## config.mk

```make
export PLATFORM = sky130hd
export DESIGN_NAME = receptor_serial_paralelo
export DESIGN_NICKNAME = d
export VERILOG_FILES = /design/src/rtl/receptor_serial_paralelo.sv
export SDC_FILE = /design/constraint.sdc
export NUM_CORES = 1
export LEC_CHECK = 0
export ABC_AREA = 1
export CAP_MARGIN = 10
export CORE_ASPECT_RATIO = 0.9
export CORE_MARGIN = 4
export CORE_UTILIZATION = 50
export CTS_CLUSTER_DIAMETER = 30
export CTS_CLUSTER_SIZE = 30
export DETAILED_ROUTE_END_ITERATION = 7
export PLACE_DENSITY = 0.71
export SLEW_MARGIN = 5
export SYNTH_ARGS = -nofsm -noshare
export SYNTH_HDL_FRONTEND = slang
export SYNTH_SLANG_ARGS = --single-unit
```

## constraint.sdc

```tcl
create_clock -name CLK -period 2.18 [get_ports CLK]
set_clock_uncertainty 0.1 [all_clocks]
set_input_delay 0.436 -clock CLK [delete_from_list [all_inputs] [get_ports CLK]]
set_output_delay 0.436 -clock CLK [all_outputs]
set_load 0.05 [all_outputs]
```

## src/rtl/receptor_serial_paralelo.sv

```systemverilog
// Serial-to-parallel receiver: hunts for the K28.5 comma, locks after LOCK_CNT aligned commas, then emits one 10b symbol every 10 clocks.
// Symbol strobe one edge after its last bit is sampled; no backpressure, the stream is bit-rate paced.
module receptor_serial_paralelo #(
  parameter int unsigned LOCK_CNT = 4,
  parameter int unsigned MAX_ERR  = 2,
  parameter logic [9:0]  COMMA_P  = 10'b0011111010,
  parameter logic [9:0]  COMMA_N  = 10'b1100000101
) (
  input  logic       CLK,
  input  logic       RESET_SP,
  input  logic       IN_SERIAL,
  output logic [9:0] SYM_OUT,
  output logic       SYM_VALID,
  output logic       IS_COMMA,
  output logic       LOCK
);

  typedef enum logic [1:0] {
    HUNT   = 2'd0,
    SYNC   = 2'd1,
    LOCKED = 2'd2
  } state_t;

  localparam logic [4:0] LOCK_CNT_W = 5'(LOCK_CNT);
  localparam logic [4:0] MAX_ERR_W  = 5'(MAX_ERR);

  state_t     state_q, state_d;
  logic [9:0] shreg;
  logic [3:0] bit_cnt, bit_cnt_d;
  logic [3:0] comma_cnt, comma_cnt_d;
  logic [3:0] err_cnt, err_cnt_d;
  logic       hit, bnd, emit;
  logic [4:0] comma_nxt, err_nxt;

  assign hit       = (shreg == COMMA_P) || (shreg == COMMA_N);
  assign bnd       = (bit_cnt == 4'd9);
  assign comma_nxt = {1'b0, comma_cnt} + 5'd1;
  assign err_nxt   = {1'b0, err_cnt} + 5'd1;

  always_comb begin
    state_d     = state_q;
    bit_cnt_d   = bnd ? 4'd0 : bit_cnt + 4'd1;
    comma_cnt_d = comma_cnt;
    err_cnt_d   = err_cnt;
    emit        = 1'b0;

    case (state_q)
      HUNT: begin
        if (hit) begin
          state_d     = SYNC;
          bit_cnt_d   = 4'd0;
          comma_cnt_d = 4'd1;
        end
      end

      SYNC: begin
        if (bnd && hit) begin
          comma_cnt_d = comma_nxt[3:0];
          // The locking comma is itself the first emitted symbol.
          if (comma_nxt >= LOCK_CNT_W) begin
            state_d = LOCKED;
            emit    = 1'b1;
          end
        end else if (bnd) begin
          state_d     = HUNT;
          comma_cnt_d = 4'd0;
        end else if (hit) begin
          bit_cnt_d   = 4'd0;
          comma_cnt_d = 4'd1;
        end
      end

      LOCKED: begin
        if (bnd) begin
          emit = 1'b1;
          if (hit) err_cnt_d = 4'd0;
        end else if (hit) begin
          // Phase is never re-aligned while locked; repeated off-boundary commas drop lock instead.
          if (err_nxt >= MAX_ERR_W) begin
            state_d   = HUNT;
            err_cnt_d = 4'd0;
          end else begin
            err_cnt_d = err_nxt[3:0];
          end
        end
      end

      default: state_d = HUNT;
    endcase
  end

  always_ff @(posedge CLK or negedge RESET_SP) begin
    if (!RESET_SP) begin
      state_q   <= HUNT;
      shreg     <= '0;
      bit_cnt   <= '0;
      comma_cnt <= '0;
      err_cnt   <= '0;
      SYM_OUT   <= '0;
      SYM_VALID <= 1'b0;
      IS_COMMA  <= 1'b0;
      LOCK      <= 1'b0;
    end else begin
      state_q   <= state_d;
      shreg     <= {shreg[8:0], IN_SERIAL};
      bit_cnt   <= bit_cnt_d;
      comma_cnt <= comma_cnt_d;
      err_cnt   <= err_cnt_d;
      SYM_VALID <= emit;
      LOCK      <= (state_d == LOCKED);
      if (emit) begin
        SYM_OUT  <= shreg;
        IS_COMMA <= hit;
      end
    end
  end

endmodule
```

==> results of run 1 <==
metrics by stage:
step	power, mW	util	setup slack (ps)	area [um^2]	hold slack (ps)
final	1.59	0.632	182	1980	306
after floorplan	0.976	-	522	1690	40.4
after CTS	1.60	0.632	163	1980	312
after detailed placement	1.04	0.599	351	1880	290
after global placement	1.02	0.599	437	1880	282
after global routing	1.68	0.632	118	1980	336
sequential cells by signal (all words and copies together) (netlist names):
name and cells:
comma_cnt 4, err_cnt 4, state_q 2, IS_COMMA 1
bit_cnt 4, SYM_VALID 1, shreg 10, LOCK 1
SYM_OUT 10
cell families (layout without fill, tap and decap cells):
group                      Yosys count  in the layout  share of synthesized area
xor gates and xnor gates             2              2                     0.0104
adders and majority gates           10             10                     0.0742
AOI/OAI and AO/OA                   21             21                     0.0801
and+or+nand+nor                     84             84                      0.231
DFF                                 37             37                      0.549
buffers and inverters               22             43                     0.0556
cell usage in the layout (no fill, tap or decap), types with 6 or more instances in the layout:
master	netlist	layout
a21oi_1	6	6
clkdlybuf4s50_1	0	15
dfrtp_1	37	37
ha_1	10	10
inv_1	17	17
nand2_1	47	47
nand3_1	13	13
nor2_1	13	13
o21ai_0	6	6
o21ai_2	6	6
final timing paths:
check / endpoint / from / cells after the start
max in group asynchronous: err_cnt[1]$_DFFE_PN0P_ / RESET_SP / 2
max: SYM_OUT[4] / SYM_OUT[4]$_DFFE_PN0P_ / 1
min in group asynchronous: SYM_OUT[5]$_DFFE_PN0P_ / RESET_SP / 2
min: shreg[1]$_DFF_PN0_ / shreg[0]$_DFF_PN0_ / 0
max reg2reg: SYM_OUT[2]$_DFFE_PN0P_ / bit_cnt[1]$_DFF_PN0_ / 11
min reg2reg: shreg[1]$_DFF_PN0_ / shreg[0]$_DFF_PN0_ / 0
final cells by class:
class	instances	area, um^2
inverters	20	77.6
flip-flops and latches	37	926
fillers	262	1150
multi-input cells	117	667
clock buffers	5	68.8
repair buffers	16	158
well taps	42	52.6
clock inverters	2	35.0
layer usage:
| metal | vias to the layer above | wire length [um] | GRT usage |
|---|---|---|---|
| li1 | 598 | - | - |
| met1 | 592 | 1380 | 0.196 |
| met2 | 21 | 1340 | 0.239 |
| met3 | 7 | 138 | 0.0556 |
| met4 | 0 | 60 | 0.0732 |
| met5 | - | 0 | 0 |
where the power goes:
group	internal (mW)	leakage (nW)	total, mW	switching (mW)
clock	0.332	0.0540	0.557	0.225
combinational	0.0962	0.487	0.244	0.147
sequential	0.736	0.482	0.788	0.0520
==> results.yml, run 1 <==
status:
  status: "complete, no violations"
logic_synthesis:
  async_reset_ff_frac: 1.00
  syn_avg_cell_area_um2: 9.58
  synth_cells: 176
  mappedNetlistArea_mm2: 0.00169
  ys_ff_latch: 37
  ys_seq_area_frac: 0.549
  ys_top_cells_by_area: "dfrtp_1 55%, nand2_1 10%, ha_1 7.4%, nand3_1 3.9%, inv_1 3.8%"
  synth_top_cell_area_share: 0.549
  ys_warn_count: 0
  synth_edf_count: 0
  synth_fp_nets: 189
  synth_largest_area_cell: "dfrtp_1"
  yosys-top-cells-count: "47 x nand2_1, 37 x dfrtp_1, 17 x inv_1, 13 x nand3_1, 13 x nor2_1"
  yosys.cell_count.top_type: "nand2_1"
  yosys_most_used_dff: "dfrtp_1"
  synth.distinct_cells: 26
cells_and_area:
  stdcell_count: 239
  drive_above_1_share: 0.132
  syn2layout_area_growth_pct: 17.7
  nNetsFinal: 210
  n_antenna_cell: 0
worst_setup_path:
  worstSetupStartpointType: "flop"
  r2r_slack_ps: 350
  worstSetupEndpointType: "output pin"
  crit_fanout: 2
  crit_arrival_ps: 1460
  required_ps: 1640
  cp_cell_sequence: "clkdlybuf4s50_1"
  worstSetupPathType: "reg2out"
  slowest_delay_ps: 810
  cpLargestDelayFamily: "buffers and inverters"
  cp_num_buf_inv: 1
  critPathSlowestCell: "clkdlybuf4s50_1"
clock_network:
  cts_inserted_buffers: 5
  cts_tree: "built"
  clkLatencyLatePin_ps: 290
  cts_resized: 0
  clkTransAtPathRegs_ps: 70
  htreeDepth: 2
  hold_buffers: 0
  cts_root_buf: "clkbuf_8"
  postCtsSetupBuffers: 0
  cts_buffer_depth: 2
  cts.sinks: 37
timing:
  max_freq_mhz: 500
  fin_crit_ps: 2000
  layout_worst_path_cycle_share: 0.917
  fin_tns_setup_ps: 0
  hold_viol_final: 0
  worstMarginPinSlew_ps: 500
  rsz0062_at_grt: "false"
  setup_viol_count_final: 0
  slew_headroom: 0.665
  maxSlewViolCount: 0
drt:
  ant_nets: 0
  detail_route.wl_per_cell_um: 12.2
  finalWirelength_um: 2920
  drt_iter0_drc: 112
  via_count: 1218
  drc: 0
  vias_per_cell: 5.10
  first_pass_iters: 4
placed_design:
  dp.cells: 232
  hpwl_um: 2140
  gp_congestion: 0.779
  io_buffers: 15
floorplanning:
  core_mm2: 0.00314
  die_w_um: 69.2
  start_util: 0.537
  die_h_um: 63.1
  rows: 19
  dieArea_mm2: 0.00437
  io_pins: 16
grt:
  antenna_found_initial: 0
  grt_pass1_vias: 1175
  grt_max_degree: 38
  grtUsageTotal: 0.156
  gr-total-overflow: 0
  grt_pass1_wl_um: 5290
pwr:
  p_leak_nw: 1.02
  cellPowerDensity_mw_per_mm2: 800
  ir_drop_uv: 461
run:
  drv_cap: 0
min_path:
  hold_path.class: "reg2reg"
Power figures use the tool's default switching activity.
==> inputs of run 2 (changes only) <==
ABC_AREA = unset   (was 1)
==> results.yml, run 2 <==
timing:
  layout_worst_path_cycle_share: 0.956
  fin_crit_ps: 2080
  setup_viol_count_final: 0
  worst_hold_slack_ps: 334
  maxSlewViolCount: 0
  final.setup.worst_slack_ps: 95.5
  rsz0062_at_grt: "true"
  max_freq_mhz: 480
  worstMarginPinSlew_ps: 512
  slew_headroom: 0.657
  hold_viol_final: 0
cells_and_area:
  syn2layout_area_growth_pct: 21.2
  n_antenna_cell: 0
  layout_common_cells: "37 x dfrtp_1, 15 x clkdlybuf4s50_1, 12 x nand2_1"
  fin_area_mm2: 0.00197
  reg.largest.list: "SYM_OUT: 10 flops, shreg: 10 flops"
  drive_above_1_share: 0.138
  final_common_cell: "dfrtp_1"
  nNetsFinal: 179
logic_synthesis:
  mappedNetlistArea_mm2: 0.00163
  synthMuxAreaShare: 0.0692
  synth_largest_area_cell: "dfrtp_1"
  ys_ff_latch: 37
  synth_compound_area_frac: 0.0877
  ys_warn_count: 0
  synth_edf_count: 0
  yosys.cell_count.top_type: "dfrtp_1"
  async_reset_ff_frac: 1.00
  synth.distinct_cells: 32
  yosys-top-cells-count: "37 x dfrtp_1, 12 x nand2_1, 11 x nor2_1, 10 x ha_1"
  synthAdderAreaFrac: 0.0769
  yosys_most_used_dff: "dfrtp_1"
  synth_top_family_by_area: "simple AND/OR/NAND/NOR gates"
  synth-simple-area-share: 0.152
  syn_avg_cell_area_um2: 11.8
  synth_top_cell_area_share: 0.569
  synth_cells: 138
  ys_seq_area_frac: 0.569
  synth_fp_nets: 151
  synth_xor_area_frac: 0.0215
  ys_top_cells_by_area: "dfrtp_1 57%, ha_1 7.7%, mux2_1 6.2%, o21ai_0 2.8%, nand2_1 2.8%"
floorplanning:
  start_util: 0.526
  die_w_um: 68.1
  io_pins: 16
  rows: 19
  die_h_um: 62.1
  core_mm2: 0.00309
  dieArea_mm2: 0.00423
clock_network:
  hold_buffers: 0
  cts_root_buf: "clkbuf_4"
  cts_tree: "built"
  cts_inserted_buffers: 5
  clkTransAtPathRegs_ps: 100
  cts.sinks: 37
  htreeDepth: 2
  cts_buffer_depth: 2
  clkLatencyLatePin_ps: 340
worst_setup_path:
  r2r_start: "shreg[7]$_DFF_PN0_"
  required_ps: 2310
  critPathSlowestCell: "dfrtp_1"
  crit_arrival_ps: 2210
  cp.depth: 8
  crit_fanout: 12
  slowest_delay_ps: 440
  reg2reg_depth: 8
  cp-startpoint: "shreg[7]$_DFF_PN0_"
  cp_num_buf_inv: 2
  worstSetupStartpointType: "flop"
  cpLargestDelayFamily: "simple AND/OR/NAND/NOR gates"
  worstSetupPathType: "reg2reg"
  worstSetupEndpointType: "flop"
  critPathCapture: "SYM_OUT[3]$_DFFE_PN0P_"
  r2r_slack_ps: 100
  cp_cell_sequence: "nor4b_2 > nand4b_1 > buf_4 > nand2_2 > a31o_1 > nand3_2 > buf_12 > mux2_1"
  rr_endpoint: "SYM_OUT[3]$_DFFE_PN0P_"
grt:
  gr-total-overflow: 0
  grt_max_degree: 38
  grt_pass1_wl_um: 4860
  antenna_found_initial: 0
  grt_pass1_vias: 1083
  grtUsageTotal: 0.156
pwr:
  cellPowerDensity_mw_per_mm2: 704
  ir_drop_uv: 450
  clockPowerShare: 0.287
  p_sw_uw: 373
  seqPwrFrac: 0.561
  p_sw_frac: 0.269
  power_frac_comb: 0.152
  p_int_mw: 1.01
  p_leak_nw: 0.961
  power.total_mw: 1.39
run:
  drv_cap: 0
drt:
  drt_iter0_drc: 65
  wl_met3_um: 83
  first_pass_iters: 4
  finalWirelength_um: 2800
  via_count: 1080
  wl_met2_um: 1320
  routedLengthMet1_um: 1320
  drc: 0
  highest_layer: "met4"
  ant_nets: 0
  vias_per_cell: 5.17
  detail_route.wl_per_cell_um: 13.4
min_path:
  hold_path.class: "reg2reg"
status:
  status: "complete, no violations"
placed_design:
  dpl_cell_area_mm2: 0.00188
  io_buffers: 15
  hpwl_um: 2040
  gp_congestion: 0.785
  place_ws_ps: 91.0
-- run 2: cell types whose count changed after synthesis, sizes merged, moves of 2 or more --
cell and change:
nand2 -38, inv -12, mux2 +10, nand3 -8, nor2 -4, and2 +3, and4bb +3, o21ai -3
nand4 +2, nand4b +2
-- run 2: cells by family after synthesis --
group / count (synthesis)
and+or+nand+nor: 44
DFF: 37
AOI/OAI and AO/OA: 23
buffers and inverters: 10
muxes: 10
adders and majority gates: 10
xor gates and xnor gates: 4
-- run 2: cell type report --
cell class              count  area [um^2]
fillers                   268         1120
flip-flops and latches     37          926
multi-input cells          91          671
repair buffers             23          223
clock buffers               7         65.1
well taps                  42         52.6
inverters                   8         30.0
clock inverters             1         5.00
-- run 2: worst register-to-register path, delay by kind of cell, from the launching register on --
family / cells / cell delay, ps
mux: 1 / 310
flops: 1 / 440
compound gates: 1 / 160
buf+inv: 2 / 360
simple gates: 4 / 590
-- run 2: power groups by stage --
| stage | Sequential [mW] | Combinational [mW] | Clock, mW |
|---|---|---|---|
| after floorplan | 0.782 | 0.147 | 0 |
| after global placement | 0.787 | 0.199 | 0 |
| after detailed placement | 0.792 | 0.209 | 0 |
| after CTS | 0.778 | 0.211 | 0.415 |
| after global routing | 0.787 | 0.241 | 0.454 |
| final | 0.779 | 0.211 | 0.398 |
-- run 2: how the worst min path moves through the flow --
stage               depth (start not counted)               start                   end  slack, ps
floorplan                                   0            RESET_SP  IS_COMMA$_DFFE_PN0P_         40
global placement                            0  shreg[4]$_DFF_PN0_    shreg[5]$_DFF_PN0_        290
detailed placement                          0  shreg[2]$_DFF_PN0_    shreg[3]$_DFF_PN0_        310
CTS                                         0  shreg[2]$_DFF_PN0_    shreg[3]$_DFF_PN0_        330
global route                                0  shreg[4]$_DFF_PN0_    shreg[5]$_DFF_PN0_        350
finish                                      0  shreg[0]$_DFF_PN0_    shreg[1]$_DFF_PN0_        330
-- run 2: stage by stage --
stage / std cells / TNS (ps) / util
global placement: 199 / 0 / 0.608
finish: 209 / 0 / 0.638
floorplan: 138 / 0 / -
detailed placement: 199 / 0 / 0.608
global route: 209 / -64.9 / 0.638
CTS: 207 / 0 / 0.630
-- run 2: layer usage --
| layer | up-vias | track usage |
|---|---|---|
| met2 | 14 | 0.220 |
| met5 | - | 0 |
| met4 | 0 | 0.0893 |
| li1 | 536 | - |
| met1 | 522 | 0.208 |
| met3 | 8 | 0.0486 |
-- run 2: timing repair --
action                     in CTS  in global routing
buffers inserted                0                  2
setup endpoints to repair       0                  2
resized for setup               0                  2
